## src/rtl/reg_scoreboard_pkg.sv

```systemverilog
// Shared types and constants for the register scoreboard.
// Holds the stage-entry layout {a3, we, tnew}, the default Tnew/Tuse width,
// the forwarding-source encodings and a saturating tnew decrement helper.
package reg_scoreboard_pkg;

  localparam int unsigned TNEW_W = 2;

  typedef logic [TNEW_W-1:0] tnew_t;

  typedef struct packed {
    logic [4:0] a3;
    logic       we;
    tnew_t      tnew;
  } stage_t;

  localparam stage_t BUBBLE = '0;

  localparam logic [1:0] FWD_GRF = 2'd0;
  localparam logic [1:0] FWD_E   = 2'd1;
  localparam logic [1:0] FWD_M   = 2'd2;
  localparam logic [1:0] FWD_W   = 2'd3;

  // One cycle closer to the result; never wraps below zero.
  function automatic tnew_t tnew_dec(input tnew_t t);
    return (t == '0) ? '0 : t - 1'b1;
  endfunction

endpackage

```

## src/rtl/sb_match.sv

```systemverilog
// Per-operand hazard resolution for one D-stage source register.
// Finds the youngest in-flight stage (E, then M, then W) that writes the
// operand, reports it as the forwarding source, whether its value exists
// yet, and whether D must stall because the value is needed too early.
// Ports:
//   valid    D-stage instruction present (gates stall only)
//   src_use  operand is actually read
//   src      operand register number
//   tuse     cycles until D needs the value
//   e, m, w  current stage entries
//   fwd      forwarding source (GRF/E/M/W)
//   rdy      selected source value is valid now
//   stall    operand hazard requires a stall
module sb_match
  import reg_scoreboard_pkg::*;
(
  input  logic       valid,
  input  logic       src_use,
  input  logic [4:0] src,
  input  tnew_t      tuse,
  input  stage_t     e,
  input  stage_t     m,
  input  stage_t     w,
  output logic [1:0] fwd,
  output logic       rdy,
  output logic       stall
);

  logic  live;
  logic  hit_e, hit_m, hit_w;
  tnew_t tnew_sel;

  // Register 0 is hardwired and never produced by the pipeline.
  assign live  = src_use && (src != 5'd0);
  assign hit_e = live && e.we && (e.a3 == src);
  assign hit_m = live && m.we && (m.a3 == src);
  assign hit_w = live && w.we && (w.a3 == src);

  // Youngest match wins; older writers of the same register are shadowed.
  always_comb begin
    fwd      = FWD_GRF;
    tnew_sel = '0;
    if (hit_e) begin
      fwd      = FWD_E;
      tnew_sel = e.tnew;
    end else if (hit_m) begin
      fwd      = FWD_M;
      tnew_sel = m.tnew;
    end else if (hit_w) begin
      fwd      = FWD_W;
      tnew_sel = w.tnew;
    end
  end

  assign rdy   = (tnew_sel == '0);
  assign stall = valid && (fwd != FWD_GRF) && (tnew_sel > tuse);

endmodule

```

## src/rtl/reg_scoreboard.sv

```systemverilog
// Register scoreboard for a 5-stage pipeline.
// Tracks destination writes in flight through E, M and W, and resolves
// D-stage operand hazards into a stall request and forwarding selects.
// Stage storage uses the package Tnew width; TNEW_W defaults to it.
// Ports:
//   clk, reset                 clock, synchronous active-high reset
//   d_valid                    D-stage instruction present
//   d_rs/d_rt, *_use, d_tuse_* source operands and when they are needed
//   d_a3, d_we, d_tnew         destination write of the D instruction
//   stall                      freeze PC/D, inject bubble into E
//   fwd_rs/fwd_rt, *_rdy       forwarding source and its readiness
//   w_a3, w_we                 W-stage register-file write port
module reg_scoreboard #(
  parameter int unsigned TNEW_W = reg_scoreboard_pkg::TNEW_W
) (
  input  logic              clk,
  input  logic              reset,
  input  logic              d_valid,
  input  logic [4:0]        d_rs,
  input  logic [4:0]        d_rt,
  input  logic              d_rs_use,
  input  logic              d_rt_use,
  input  logic [TNEW_W-1:0] d_tuse_rs,
  input  logic [TNEW_W-1:0] d_tuse_rt,
  input  logic [4:0]        d_a3,
  input  logic              d_we,
  input  logic [TNEW_W-1:0] d_tnew,
  output logic              stall,
  output logic [1:0]        fwd_rs,
  output logic [1:0]        fwd_rt,
  output logic              fwd_rs_rdy,
  output logic              fwd_rt_rdy,
  output logic [4:0]        w_a3,
  output logic              w_we
);

  import reg_scoreboard_pkg::*;

  stage_t e_q, m_q, w_q;
  stage_t e_d, m_d, w_d;
  logic   stall_rs, stall_rt;

  sb_match u_match_rs (
    .valid   (d_valid),
    .src_use (d_rs_use),
    .src     (d_rs),
    .tuse    (tnew_t'(d_tuse_rs)),
    .e       (e_q),
    .m       (m_q),
    .w       (w_q),
    .fwd     (fwd_rs),
    .rdy     (fwd_rs_rdy),
    .stall   (stall_rs)
  );

  sb_match u_match_rt (
    .valid   (d_valid),
    .src_use (d_rt_use),
    .src     (d_rt),
    .tuse    (tnew_t'(d_tuse_rt)),
    .e       (e_q),
    .m       (m_q),
    .w       (w_q),
    .fwd     (fwd_rt),
    .rdy     (fwd_rt_rdy),
    .stall   (stall_rt)
  );

  assign stall = stall_rs | stall_rt;

  always_comb begin
    e_d = BUBBLE;
    if (d_valid && !stall) begin
      e_d.a3   = d_a3;
      // A write to register 0 is dropped at entry so it can never match.
      e_d.we   = d_we && (d_a3 != 5'd0);
      e_d.tnew = tnew_t'(d_tnew);
    end
    m_d      = e_q;
    m_d.tnew = tnew_dec(e_q.tnew);
    w_d      = m_q;
    w_d.tnew = '0;
  end

  always_ff @(posedge clk) begin
    if (reset) begin
      e_q <= BUBBLE;
      m_q <= BUBBLE;
      w_q <= BUBBLE;
    end else begin
      e_q <= e_d;
      m_q <= m_d;
      w_q <= w_d;
    end
  end

  assign w_a3 = w_q.a3;
  assign w_we = w_q.we;

endmodule

```

## config.mk

```make
export PLATFORM = sky130hd
export DESIGN_NAME = reg_scoreboard
export DESIGN_NICKNAME = d
export VERILOG_FILES = /design/src/rtl/reg_scoreboard_pkg.sv /design/src/rtl/sb_match.sv /design/src/rtl/reg_scoreboard.sv
export SDC_FILE = /design/constraint.sdc
export NUM_CORES = 1
export LEC_CHECK = 0
export BUFFER_PORTS_ARGS = -buffer_cell sky130_fd_sc_hd__buf_4
export CELL_PAD_IN_SITES_DETAIL_PLACEMENT = 0
export CELL_PAD_IN_SITES_GLOBAL_PLACEMENT = 1
export CORE_ASPECT_RATIO = 1.2
export CORE_MARGIN = 2
export CORE_UTILIZATION = 36
export CTS_CLUSTER_SIZE = 8
export DETAILED_ROUTE_END_ITERATION = 6
export PLACE_DENSITY = 0.77
export SYNTH_ARGS = -nofsm -noshare
export SYNTH_HDL_FRONTEND = slang
export SYNTH_SLANG_ARGS = --single-unit
```

## constraint.sdc

```tcl
create_clock -name clk -period 3.43 [get_ports clk]
set_clock_uncertainty 0.1 [all_clocks]
set_input_delay 0.5145 -clock clk [delete_from_list [all_inputs] [get_ports clk]]
set_output_delay 0.5145 -clock clk [all_outputs]
set_load 0.02 [all_outputs]
```

### Word level (Yosys, flattened, before mapping)

Index checks and enable logic that the tools add are counted.

| word-level totals | value |
|---|---|
| flip-flop bits (word level) | 24 |
| bits in latches | 0 |
| RAM bits | 0 |
| ROM bits | 0 |
| bits of input ports | 27 |
| output and inout port bits | 13 |
| memories kept | 0 |

| cells by class | value |
|---|---|
| $add $sub $neg | 1 |
| multiply operators | 0 |
| div/mod/pow operators | 0 |
| order comparisons | 2 |
| equality and inequality tests | 6 |
| shift-type cells | 0 |
| muxes and demuxes | 12 |
| bitwise operators | 2 |
| reduce and logical (&&, ||, !) cells | 31 |

Operators with widths:

| operator | number |
|---|---|
| 5-bit == test | 6 |
| 2-bit two-way mux | 12 |
| 1-bit logical AND | 20 |
| 5-bit nonzero test | 3 |
| 2-bit logical NOT | 3 |
| 2-bit greater-than comparator | 2 |
| 2-bit nonzero test | 2 |
| 2-bit OR reduction | 2 |
| 2-bit by 1-bit subtractor with 2-bit output (second input constant) | 1 |
| 1-bit logical NOT | 1 |
| 1-bit inverter | 1 |
| 1-bit OR | 1 |

### Logic depth before layout (Yosys ltp)

| logic depth | value |
|---|---|
| depth in word-level cells | 15 |
| gate-level depth with buffers | 12 |
| mapped depth without buffers | 12 |

### Cells and area by module

Synthesis repeated with hierarchy kept, for this count alone.

| unflattened totals | value |
|---|---|
| cell total of the unflattened synthesis | 152 |
| area, all modules | 1390.1 µm² |

By module, submodules not included:

| module | instances | cells each | area each (µm²) | seq. area each (µm²) |
|---|---|---|---|---|
| sb_match | 2 | 50 | 370.4 | 0.0 |
| reg_scoreboard | 1 | 52 | 649.4 | 440.4 |

### Worst setup path after synthesis

OpenSTA, ideal clock, no wires.

| timing | value |
|---|---|
| kind | input to output |
| from | in d_rt[4] |
| to | out stall |
| arrival time | 2.620 ns |
| data required time | 2.816 ns |
| setup slack | 0.195 ns |
| cell stages on the path | 10 |
| path buffers | 0 |
| cell sequence | or4_1 > o21ai_2 > nor3_1 > nor2b_1 > a22o_1 > ha_1 > a21oi_1 > a21oi_1 > a22oi_4 > nor2b_1 |

| between the ends | value |
|---|---|
| longest elaborated chain between the ends | 11 |
| elaborated cells between the ends (all ways) | 22 |

RTL lines:

| element | RTL line | RTL |
|---|---|---|
| from (decl) | reg_scoreboard.sv:20 | `input logic [4:0] d_rt,` |
| branches (longest 9 deep; another with 2-bit greater-than comparator) | - |  |
| 1-bit logical AND (*) | sb_match.sv:56 | `assign stall = valid && (fwd != FWD_GRF) && (tnew_sel > tuse);` |
| 1-bit OR (*) | reg_scoreboard.sv:69 | `assign stall = stall_rs \| stall_rt;` |
| to (decl) | reg_scoreboard.sv:28 | `output logic stall,` |

Every way passes the cells marked *.

### Final worst setup path

Ends and elaborated chain as after synthesis.

==> impl_metrics.csv <==
group,metric,value,unit
die,fp.dieW,57.4,um
detailed_routing,num_vias,1114,
yosys,synth.area.top_cells,"dfxtp_1 (36%), xnor2_1 (21%), nor2b_1 (7.6%)",
worst_setup_path,arrival,2720,ps
cts,ctsResizeCount,0,
worst_setup_path,critPathKind,"input port to output port",
global_route,grt_max_degree,16,
die,die_area,3900,sq um
yosys,seq_area_frac_synth,0.358,
global_route,gr-total-overflow,0,
global_route,antenna_found_initial,0,
min_path,hold_start,"d_tnew[1]",
timing,finalSetupViolCount,0,
detailed_routing,routed_wl,3010,um
pwr,p_sw_frac,0.239,
placement,portBuffers,39,
cells_and_area,multi_input_area,793,sq um
yosys,mappedNetlistArea,1230,sq um
detailed_routing,drcViolationCount,0,
global_route,grt_pass1_wl,4690,um
cts,cts_setup_buffers,0,
yosys,ys_types,24,
cts,cts_tree,"done",
cells_and_area,fill_cells,320,
cells_and_area,drive_gt1_frac,0.308,
detailed_routing,via_per_inst,5.09,
yosys,ys.flop_type,"dfxtp_1",
detailed_routing,drt_iter0_drc,28,
detailed_routing,ant_nets,0,
min_path,hold_depth,2,
global_route,use_met3,0.0340,
cts,clk_latency,260,ps
cells_and_area,nets,216,
die,initial_core_util,0.372,
pwr,powerDensity,307,nW/um^2
pwr,seqPwrFrac,0.530,
worst_setup_path,r2r-start,"e_q[5]$_SDFF_PP0_",
cts,cts_sinks,22,
yosys,synth_area_per_cell,8.98,sq um
worst_setup_path,critical-path-max-stage-delay,540,ps
cts,cts_max_level,1,
global_route,gr-usage-met1,0.206,
die,num_rows,23,
yosys,yosysTopAreaCell,"dfxtp_1",
pwr,p_comb_frac,0.169,
die,die_h,68.0,um
worst_setup_path,timing.critical_path.cells,"buf_4 > or4_1 > o21ai_2 > nor3_1 > nor2b_1 > a22o_1 > ha_4 > a21oi_2 > a21oi_2 > a22oi_4 > nor2b_1 > buf_4",
yosys,yosysMostFrequentCell,"xnor2_1",
worst_setup_path,r2r_cells,11,
yosys,netlist_instances,137,
min_path,hp-class,"input port to flop",
cells_and_area,antennaDiodeCount,0,
yosys,yosys-top-cells-count,"xnor2_1 (30), dfxtp_1 (22), nor2b_1 (15)",
timing,setup_tns,0,ps
placement,hpwl,2440,um
placement,placed_area,1600,sq um
timing,max_freq,300,MHz
yosys,syn_nets,169,
detailed_routing,firstDrtPassIters,4,
pwr,peakVddDrop,0.271,mV
cts,cts_inserted_buffers,3,
cts,cts_root_buf,"clkbuf_8",
cts,clk_path_buf_depth,2,
worst_setup_path,crit_path_start_kind,"input port",
worst_setup_path,end_kind,"output port",
pwr,p_switching,0.123,mW
global_route,grt_usage,0.156,
worst_setup_path,r2r_setup_slack,810,ps
timing,tightestPinTransition,520,ps
timing,slew-limit-headroom,0.651,
worst_setup_path,crit_slowest_cell,"or4_1",
timing,hold_viol,0,
min_path,min_delay_worst_endpoint,"e_q[1]$_SDFF_PP0_",
die,pin_count,40,
outcome,status,"complete, no violations",
yosys,synth_edf_count,0,
placement,gp_congestion,0.901,
detailed_routing,wl_per_cell,13.7,um
yosys,synthArstFlopShare,0,
pwr,p_int,0.391,mW
worst_setup_path,crit_path_max_fanout,5,
cells_and_area,final-seq-area,440,sq um
job,drv_cap,0,
yosys,yosysWarnings,0,
cells_and_area,area_growth_syn_to_layout,36.1,%
cells_and_area,stdcell_area,1670,sq um
worst_setup_path,critPathRequiredTime,2820,ps
timing,timing.final.crit_share,0.971,
timing,drv_slew,0,
worst_setup_path,reg2reg_to,"e_q[0]$_SDFF_PP0_",
yosys,synth_seq_cells,22,
cts,hold_buffers,0,
pwr,p_clk_frac,0.301,
global_route,top_usage_layer,"met2",
global_route,grt_pass1_vias,1059,
pwr,p_leak,0.699,nW
global_route,met2_usage,0.243,
cts,clk_pin_slew,70,ps
timing,min_period,3330,ps
yosys,yosysTopAreaCellShare,0.358,
die,coreArea,3310,sq um
metrics by stage:
| stage | hold slack (ps) | std cells | util | total power, mW | setup WS [ps] |
|---|---|---|---|---|---|
| 5_1_grt | 371 | 219 | 0.506 | 0.541 | -30.2 |
| 3_3_place_gp | 385 | 216 | 0.482 | 0.360 | 111 |
| 2_1_floorplan | 357 | 137 | - | 0.318 | 195 |
| 4_1_cts | 380 | 219 | 0.495 | 0.517 | 39.9 |
| 6_report | 386 | 219 | 0.506 | 0.513 | 97.8 |
| 3_5_place_dp | 381 | 216 | 0.482 | 0.361 | 59.5 |
area by class of cell:
cell class / instances / area share
clock buffer: 3 / 0.0247
inverter: 8 / 0.0179
multi-input combinational: 106 / 0.474
sequential: 22 / 0.263
tap: 37 / 0.0277
timing repair buffer: 43 / 0.193
power groups by stage:
stage	Clock [mW]	Combinational, mW	Sequential [mW]
floorplan	0	0.0417	0.277
global placement	0	0.0817	0.278
detailed placement	0	0.0833	0.278
CTS	0.161	0.0836	0.272
global route	0.172	0.0956	0.273
finish	0.155	0.0867	0.272
cell families (layout without fill, tap and decap cells):
family / count (synthesis) / count (layout) / synth area share
simple gates: 55 / 55 / 0.246
xor+xnor: 30 / 30 / 0.214
flops: 22 / 22 / 0.358
compound gates: 16 / 16 / 0.104
buf+inv: 9 / 54 / 0.0275
fa+ha+maj: 5 / 5 / 0.0509
worst max-delay path, delay by kind of cell:
family / cells / cell delay [ps]
buffers and inverters: 2 / 280
AOI/OAI and AO/OA: 5 / 740
and+or+nand+nor: 4 / 940
adders and majority gates: 1 / 220
how the worst max path moves through the flow:
stage / start / to / slack (ps) / depth (start not counted)
4_1_cts: d_rt[4] / stall / 40 / 12
6_report: d_rt[4] / stall / 100 / 12
5_1_grt: d_rs[0] / stall / -30 / 14
3_5_place_dp: d_rt[4] / stall / 60 / 12
2_1_floorplan: d_rt[4] / stall / 200 / 10
3_3_place_gp: d_rt[4] / stall / 110 / 12
cells in the final DEF (no fill, tap or decap), types with 2 or more instances in the layout:
cell | netlist | final
inv_1 | 8 | 8
ha_1 | 5 | 4
a21oi_2 | 0 | 3
clkbuf_8 | 0 | 3
or3_1 | 2 | 2
a21oi_1 | 5 | 2
and3_1 | 7 | 7
or4_1 | 3 | 3
xnor2_1 | 30 | 30
nand2_1 | 9 | 9
nor2_1 | 5 | 5
buf_4 | 0 | 43
o21ai_2 | 2 | 3
nor3_1 | 8 | 6
nor2b_1 | 15 | 15
dfxtp_1 | 22 | 22
nand4_1 | 6 | 6
nor3_2 | 0 | 2
flip-flops by register name (all words and copies together) (netlist names):
register and count:
w_we 1, e_q 8, m_q 8, w_a3 5
routing by layer:
layer | vias up | wire (um) | part of all wire
li1 | 560 | - | -
met1 | 517 | 1370 | 0.45
met2 | 31 | 1450 | 0.48
met3 | 6 | 134 | 0.045
met4 | 0 | 56 | 0.019
met5 | - | 0 | 0
Power figures use the tool's default switching activity.
